File: src/rtl/pmod_adc_spi_responder_pkg.sv
// Shared types and constants for the PmodMIC3 ADC emulator.
// The frame layout is four leading zeros followed by a 12-bit sample, MSB first.
package pmod_adc_pkg;

    typedef enum logic [1:0] {ST_IDLE, ST_SHIFT, ST_TAIL} spi_rsp_state_t;

    localparam int FRAME_BITS  = 16;
    localparam int SAMPLE_BITS = 12;
    localparam int LEAD_ZEROS  = 4;

    function automatic logic [FRAME_BITS-1:0] frame_word(input logic [SAMPLE_BITS-1:0] sample);
        return {{LEAD_ZEROS{1'b0}}, sample};
    endfunction

endpackage

File: src/rtl/pmod_adc_spi_responder_if.sv
// Valid/ready sample stream feeding the responder's one-entry holding buffer.
interface pmod_adc_spi_responder_if;
    import pmod_adc_pkg::*;

    logic [SAMPLE_BITS-1:0] s_data;
    logic                   s_valid;
    logic                   s_ready;

    modport master (output s_data, output s_valid, input s_ready);
    modport slave  (input s_data, input s_valid, output s_ready);

endinterface

File: src/rtl/pmod_adc_spi_responder_sync.sv
// Synchronizer chain plus history flop for one asynchronous pin, with registered edge pulses.
module spi_pin_sync #(
    parameter int SYNC_STAGES = 2
) (
    input  logic clk,
    input  logic rst_n,
    input  logic pin,
    output logic rise,
    output logic fall
);

    logic [SYNC_STAGES-1:0] chain;
    logic                   hist;

    // Chain resets to 0 so a pin already low at reset release never looks like a falling edge.
    always_ff @(posedge clk or negedge rst_n) begin
        if (!rst_n) begin
            chain <= '0;
            hist  <= 1'b0;
            rise  <= 1'b0;
            fall  <= 1'b0;
        end else begin
            chain <= {chain[SYNC_STAGES-2:0], pin};
            hist  <= chain[SYNC_STAGES-1];
            rise  <= chain[SYNC_STAGES-1] & ~hist;
            fall  <= ~chain[SYNC_STAGES-1] & hist;
        end
    end

endmodule

File: src/rtl/pmod_adc_spi_responder.sv
// SPI responder emulating the PmodMIC3 ADC: serves {4'b0, sample} MSB first on each CS_N frame,
// shifting on SCLK falling edges, with all SPI pins sampled in the sysclk domain.
module pmod_adc_spi_responder
    import pmod_adc_pkg::*;
#(
    parameter int SYNC_STAGES = 2
) (
    input  logic                      sysclk,
    input  logic                      sysrst_n,
    input  logic                      spi_sclk,
    input  logic                      spi_cs_n,
    output logic                      spi_sdata,
    output logic                      spi_sdata_oe,
    pmod_adc_spi_responder_if.slave   smp,
    output logic                      frame_done,
    output logic                      frame_abort,
    output logic                      underrun
);

    localparam logic [4:0] CNT_FULL = 5'(FRAME_BITS);

    logic sclk_rise, sclk_fall, cs_rise, cs_fall;

    spi_pin_sync #(.SYNC_STAGES(SYNC_STAGES)) u_sync_sclk (
        .clk(sysclk), .rst_n(sysrst_n), .pin(spi_sclk), .rise(sclk_rise), .fall(sclk_fall)
    );

    // CS_N is active-low: its falling edge opens a frame, its rising edge closes it.
    spi_pin_sync #(.SYNC_STAGES(SYNC_STAGES)) u_sync_cs (
        .clk(sysclk), .rst_n(sysrst_n), .pin(spi_cs_n), .rise(cs_rise), .fall(cs_fall)
    );

    spi_rsp_state_t         state_q, state_n;
    logic [FRAME_BITS-1:0]  shreg_q, shreg_n;
    logic [4:0]             rise_cnt_q, rise_cnt_n;
    logic [SAMPLE_BITS-1:0] last_sample_q, last_sample_n;
    logic [SAMPLE_BITS-1:0] hold_data_q;
    logic                   hold_full_q;
    logic                   done_n, abort_n, underrun_n;
    logic                   load, transfer;

    assign load        = (state_q == ST_IDLE) & cs_fall;
    assign smp.s_ready = ~hold_full_q | load;
    assign transfer    = smp.s_valid & smp.s_ready;

    always_comb begin
        state_n       = state_q;
        shreg_n       = shreg_q;
        rise_cnt_n    = rise_cnt_q;
        last_sample_n = last_sample_q;
        done_n        = 1'b0;
        abort_n       = 1'b0;
        underrun_n    = 1'b0;
        case (state_q)
            ST_IDLE: begin
                if (cs_fall) begin
                    state_n    = ST_SHIFT;
                    rise_cnt_n = '0;
                    if (hold_full_q) begin
                        shreg_n       = frame_word(hold_data_q);
                        last_sample_n = hold_data_q;
                    end else begin
                        shreg_n    = frame_word(last_sample_q);
                        underrun_n = 1'b1;
                    end
                end
            end
            ST_SHIFT: begin
                // CS rising takes priority over any SCLK edge seen in the same cycle.
                if (cs_rise) begin
                    state_n = ST_IDLE;
                    done_n  = (rise_cnt_q == CNT_FULL);
                    abort_n = (rise_cnt_q != CNT_FULL);
                end else if (sclk_rise) begin
                    if (rise_cnt_q != CNT_FULL) rise_cnt_n = rise_cnt_q + 5'd1;
                end else if (sclk_fall) begin
                    if (rise_cnt_q == CNT_FULL)  state_n = ST_TAIL;
                    else if (rise_cnt_q != '0)   shreg_n = {shreg_q[FRAME_BITS-2:0], 1'b0};
                end
            end
            ST_TAIL: begin
                if (cs_rise) begin
                    state_n = ST_IDLE;
                    done_n  = 1'b1;
                end
            end
            default: state_n = ST_IDLE;
        endcase
    end

    always_ff @(posedge sysclk or negedge sysrst_n) begin
        if (!sysrst_n) begin
            state_q       <= ST_IDLE;
            shreg_q       <= '0;
            rise_cnt_q    <= '0;
            last_sample_q <= '0;
            hold_full_q   <= 1'b0;
            spi_sdata     <= 1'b0;
            spi_sdata_oe  <= 1'b0;
            frame_done    <= 1'b0;
            frame_abort   <= 1'b0;
            underrun      <= 1'b0;
        end else begin
            state_q       <= state_n;
            shreg_q       <= shreg_n;
            rise_cnt_q    <= rise_cnt_n;
            last_sample_q <= last_sample_n;
            if (transfer)  hold_full_q <= 1'b1;
            else if (load) hold_full_q <= 1'b0;
            spi_sdata     <= (state_n == ST_SHIFT) & shreg_n[FRAME_BITS-1];
            spi_sdata_oe  <= (state_n == ST_SHIFT);
            frame_done    <= done_n;
            frame_abort   <= abort_n;
            underrun      <= underrun_n;
        end
    end

    // The payload is only meaningful while hold_full is set, so it needs no reset.
    always_ff @(posedge sysclk) begin
        if (transfer) hold_data_q <= smp.s_data;
    end

endmodule
File: src/flat_wrapper.sv
// flat-port wrapper written by rule: the top's interface ports become plain ports
module pmod_adc_spi_responder_flat import pmod_adc_pkg::*;
#(
    parameter int SYNC_STAGES = 2
)
  (sysclk, sysrst_n, spi_sclk, spi_cs_n, spi_sdata, spi_sdata_oe, frame_done, frame_abort, underrun, smp_s_data, smp_s_valid, smp_s_ready);
  pmod_adc_spi_responder_if smp_i ();
  input  logic sysclk;
  input  logic sysrst_n;
  input  logic spi_sclk;
  input  logic spi_cs_n;
  output logic spi_sdata;
  output logic spi_sdata_oe;
  output logic frame_done;
  output logic frame_abort;
  output logic underrun;
  input wire logic [$bits(smp_i.s_data)-1:0] smp_s_data;
  input wire logic [$bits(smp_i.s_valid)-1:0] smp_s_valid;
  output wire logic [$bits(smp_i.s_ready)-1:0] smp_s_ready;
  assign smp_i.s_data = smp_s_data;
  assign smp_i.s_valid = smp_s_valid;
  assign smp_s_ready = smp_i.s_ready;
  pmod_adc_spi_responder #(.SYNC_STAGES(SYNC_STAGES)) u_core (.sysclk(sysclk), .sysrst_n(sysrst_n), .spi_sclk(spi_sclk), .spi_cs_n(spi_cs_n), .spi_sdata(spi_sdata), .spi_sdata_oe(spi_sdata_oe), .smp(smp_i), .frame_done(frame_done), .frame_abort(frame_abort), .underrun(underrun));
endmodule
File: config.mk
export PLATFORM = sky130hd
export DESIGN_NAME = pmod_adc_spi_responder_flat
export DESIGN_NICKNAME = d
export VERILOG_FILES = /design/src/rtl/pmod_adc_spi_responder_pkg.sv /design/src/rtl/pmod_adc_spi_responder_if.sv /design/src/rtl/pmod_adc_spi_responder_sync.sv /design/src/rtl/pmod_adc_spi_responder.sv /design/src/flat_wrapper.sv
export SDC_FILE = /design/constraint.sdc
export NUM_CORES = 1
export LEC_CHECK = 0
export ABC_CLOCK_PERIOD_IN_PS = 3150
export CORE_AREA = 2 2 92 94
export DETAILED_ROUTE_END_ITERATION = 7
export DIE_AREA = 0 0 94 96
export GPL_ROUTABILITY_DRIVEN = 0
export GPL_TIMING_DRIVEN = 0
export SLEW_MARGIN = 10
export SYNTH_ARGS = -nofsm -noshare
export SYNTH_HDL_FRONTEND = slang
export SYNTH_SLANG_ARGS = --single-unit
File: constraint.sdc
create_clock -name sysclk -period 3.15 [get_ports sysclk]
set_input_delay 0.4725 -clock sysclk [delete_from_list [all_inputs] [get_ports sysclk]]
set_output_delay 0.4725 -clock sysclk [all_outputs]
set_load 0.05 [all_outputs]
==> impl_metrics.csv <==
group,metric,value,unit
run_status,status,"finished clean",
timing,worstMarginPinSlew,0.611,ns
timing,setup_viol,0,
cts,cts.sinks,63,
cts,cts.repair.resized,0,
timing,relSlewSlack,0.593,
critical_path,endpoint_kind,"output pin",
synthesis,syn-mean-instance-area,13.4,sq um
global_route,antenna_found_initial,0,
cts,cts.clk_slew.worst_paths,0.07,ns
floorplan,start_util,0.342,
synthesis,ys_warn_count,0,
power_and_ir_drop,pwr-share-seq,0.464,
global_route,grt_max_degree,33,
floorplan,core,8050,sq um
cells_and_area,num_antenna_cells,0,
synthesis,synth-edff-count,12,
cts,cts_buffer_depth,2,
cts,cts-root-buf,"clkbuf_8",
cts,htreeDepth,3,
critical_path,ff2ff_path_depth,6,
routing,routed_via_density,4.75,
routing,drtAntennaViolNets,0,
power_and_ir_drop,power.total,2.42,mW
synthesis,synth_compound_area_frac,0.0818,
global_route,grt_pass1_vias,1718,
routing,wire_per_inst,13.2,microns
cells_and_area,post-route-util,0.411,
routing,drt_iter0_markers,84,
power_and_ir_drop,power_leakage,1.49,nW
power_and_ir_drop,ir_drop,247,uV
worst_hold_path,hold_path.class,"input port to async pin",
timing,slew_viol_final,0,
timing,rsz0062_at_grt,"no",
synthesis,synth-seq-area-share,0.595,
cells_and_area,nets,263,
critical_path,critPathMaxFanout,9,
critical_path,cp-start-kind,"register",
synthesis,synthDominantCellAreaShare,0.464,
critical_path,crit_end,"smp_s_ready",
critical_path,cp-startpoint,"u_core.state_q[0]$_DFF_PN0_",
timing,fmax,0.351,GHz
floorplan,die_h,96,microns
power_and_ir_drop,pwr-share-clk,0.280,
timing,finalCritPeriodShare,0.905,
critical_path,r2r_slack,1.01,ns
power_and_ir_drop,power_density,731,nW/um^2
synthesis,synth_xor_area_frac,0,
synthesis,ys_seq_elements,63,
synthesis,synth-simple-area-share,0.105,
critical_path,cp_data_arrival_time,2.38,ns
cells_and_area,layout-drive-gt1-share,0.224,
power_and_ir_drop,power.internal,1.71,mW
critical_path,r2r-end,"u_core.hold_data_q[1]$_DFFE_PP_",
routing,drc,0,
synthesis,synth-adder-area-share,0.0273,
cts,cts_hold_buffers,0,
global_route,gr-usage-all-layers,0.119,
cts,post-cts-setup-buffers,0,
routing,dr_total_vias,1664,
cts,clk_latency,0.33,ns
critical_path,path_class,"register to output pin",
synthesis,ys_top_cells_by_area,"dfrtp_1 46%, edfxtp_1 13%, mux2_2 9.8%",
placement,place_inst,334,
timing,fin_skew,0.00543,ns
global_route,grt_overflow,0,
floorplan,pin_count,23,
critical_path,reg2reg_from,"u_core.state_q[0]$_DFF_PN0_",
floorplan,die_w,94,microns
synthesis,synthArstFlopShare,0.810,
cts,cts_buffers,9,
synthesis,syn_area,2750,sq um
routing,first_pass_iters,4,
synthesis,synthMuxAreaShare,0.160,
timing,finalHoldViolations,0,
floorplan,dieArea,9020,sq um
synthesis,synth_top_cell_by_area,"dfrtp_1",
placement,place_ws,0.642,ns
timing,period_minus_slack,2.85,ns
synthesis,synth_fp_nets,229,
flow_run,cap_violations,0,
timing,fin_tns_setup,0,ns
power_and_ir_drop,switching_share,0.293,
synthesis,syn_inst,206,
critical_path,critPathRequiredTime,2.68,ns
power_and_ir_drop,pwr-share-comb,0.256,
floorplan,num_rows,33,
synthesis,ys.flop_type,"dfrtp_1",
placement,hpwl,3.22,mm
power_and_ir_drop,power.switching,0.708,mW
synthesis,synth_cell_type_count,36,
placement,portBuffers,22,
routing,drt_wl_total,4.61,mm
synthesis,synth_top_family_by_area,"multiplexers",
cells_and_area,area_growth,20.3,%
cts,cts_tree,"built",
timing,setup_ws,0.299,ns
cells_and_area,layoutNonFillerInstCount,350,
global_route,grt_pass1_wl,8.03,mm
==> metal layers <==
metal  global-route usage  wire [microns]
met1                0.159            2230
met2                0.174            2110
met3               0.0337             182
met4               0.0664              79
met5                    0               0
==> logic make-up (layout without fill, tap and decap cells) <==
family | count (synthesis) | in the layout
AO/OA/AOI/OAI | 30 | 30
adder cells (fa/ha/maj) | 6 | 6
buffers and inverters | 17 | 56
flip-flops | 63 | 63
multiplexers | 41 | 41
AND/OR/NAND/NOR | 49 | 49
==> cell usage after synthesis (all sizes together), types with 2 or more instances <==
library cell and instances:
mux2 24, or2 2, dfrtp 51, ha 6, inv 7, nand4 4, mux2i 17, nand4b 2
a21oi 4, nor3b 2, nor2b 5, o2bb2ai 11, nand3 6, nand2 10, and3 2, o2111ai 2
nor2 8, and2 2, buf 9, nand2b 4, edfxtp 12, o21ai 6
==> registers in the layout, indices dropped and copies added (netlist names), 2 cells and up <==
| name | count |
|---|---|
| u_core.hold_data_q | 12 |
| u_core.last_sample_q | 12 |
| u_core.rise_cnt_q | 5 |
| u_core.shreg_q | 16 |
| u_core.state_q | 2 |
| u_core.u_sync_cs.chain | 2 |
| u_core.u_sync_sclk.chain | 2 |
==> final cells by class <==
| type | instances | area, sq um |
|---|---|---|
| fill | 756 | 4740 |
| clock buffer | 13 | 149 |
| inverter | 7 | 26.3 |
| tap | 105 | 131 |
| timing repair buffer | 23 | 235 |
| clock inverter | 3 | 42.5 |
| buffer | 10 | 60.1 |
| multi-input combinational | 126 | 1030 |
| sequential | 63 | 1640 |
==> power groups by stage <==
stage,clock network (mW),registers (mW),logic (mW)
detailed placement,0,1.14,0.628
global placement,0,1.13,0.615
finish,0.678,1.12,0.619
global route,0.747,1.15,0.688
floorplan,0,1.14,0.450
CTS,0.704,1.12,0.631
==> worst min-delay path by stage <==
stage,from,endpoint,slack [ns],depth (start not counted)
6_report,sysrst_n,u_core.hold_full_q$_DFFE_PN0P_,0.09,1
5_1_grt,sysrst_n,u_core.hold_full_q$_DFFE_PN0P_,0.13,1
4_1_cts,sysrst_n,u_core.hold_full_q$_DFFE_PN0P_,0.09,1
3_5_place_dp,u_core.u_sync_cs.chain[0]$_DFF_PN0_,u_core.u_sync_cs.chain[1]$_DFF_PN0_,0.34,0
3_3_place_gp,u_core.u_sync_cs.chain[0]$_DFF_PN0_,u_core.u_sync_cs.chain[1]$_DFF_PN0_,0.33,0
2_1_floorplan,sysrst_n,u_core.frame_abort$_DFF_PN0_,0.18,0
==> critical path, cell delays in order (launching register included) <==
cell             delay, ns
dfrtp_1               0.40
inv_1                 0.10
ha_1                  0.15
buf_2                 0.17
nand2_1               0.23
nand2_1               0.19
clkdlybuf4s50_1       0.82
==> cells in the final DEF (no fill, tap or decap), types with 2 or more instances in the layout <==
cell type,n
inv_1,7
ha_1,6
nor2b_1,5
nand4_1,4
buf_6,2
o2bb2ai_1,11
o2111ai_1,2
dfrtp_1,51
clkbuf_1,4
nand4b_1,2
clkbuf_8,10
o21ai_0,6
clkdlybuf4s50_1,21
nor2_1,8
nand2_1,10
or2_2,2
nand2b_1,4
nand3_1,6
buf_2,7
mux2_2,24
mux2i_1,17
edfxtp_1,12
a21oi_1,4
and2_1,2
==> per-stage QoR <==
stage | hold slack [ns] | instance area (sq um)
after floorplan | 0.177 | 2750
after global placement | 0.332 | 3100
after detailed placement | 0.336 | 3120
after CTS | 0.0939 | 3310
after global routing | 0.130 | 3310
final | 0.0900 | 3310
No activity file was read; power rests on OpenSTA's default activity.
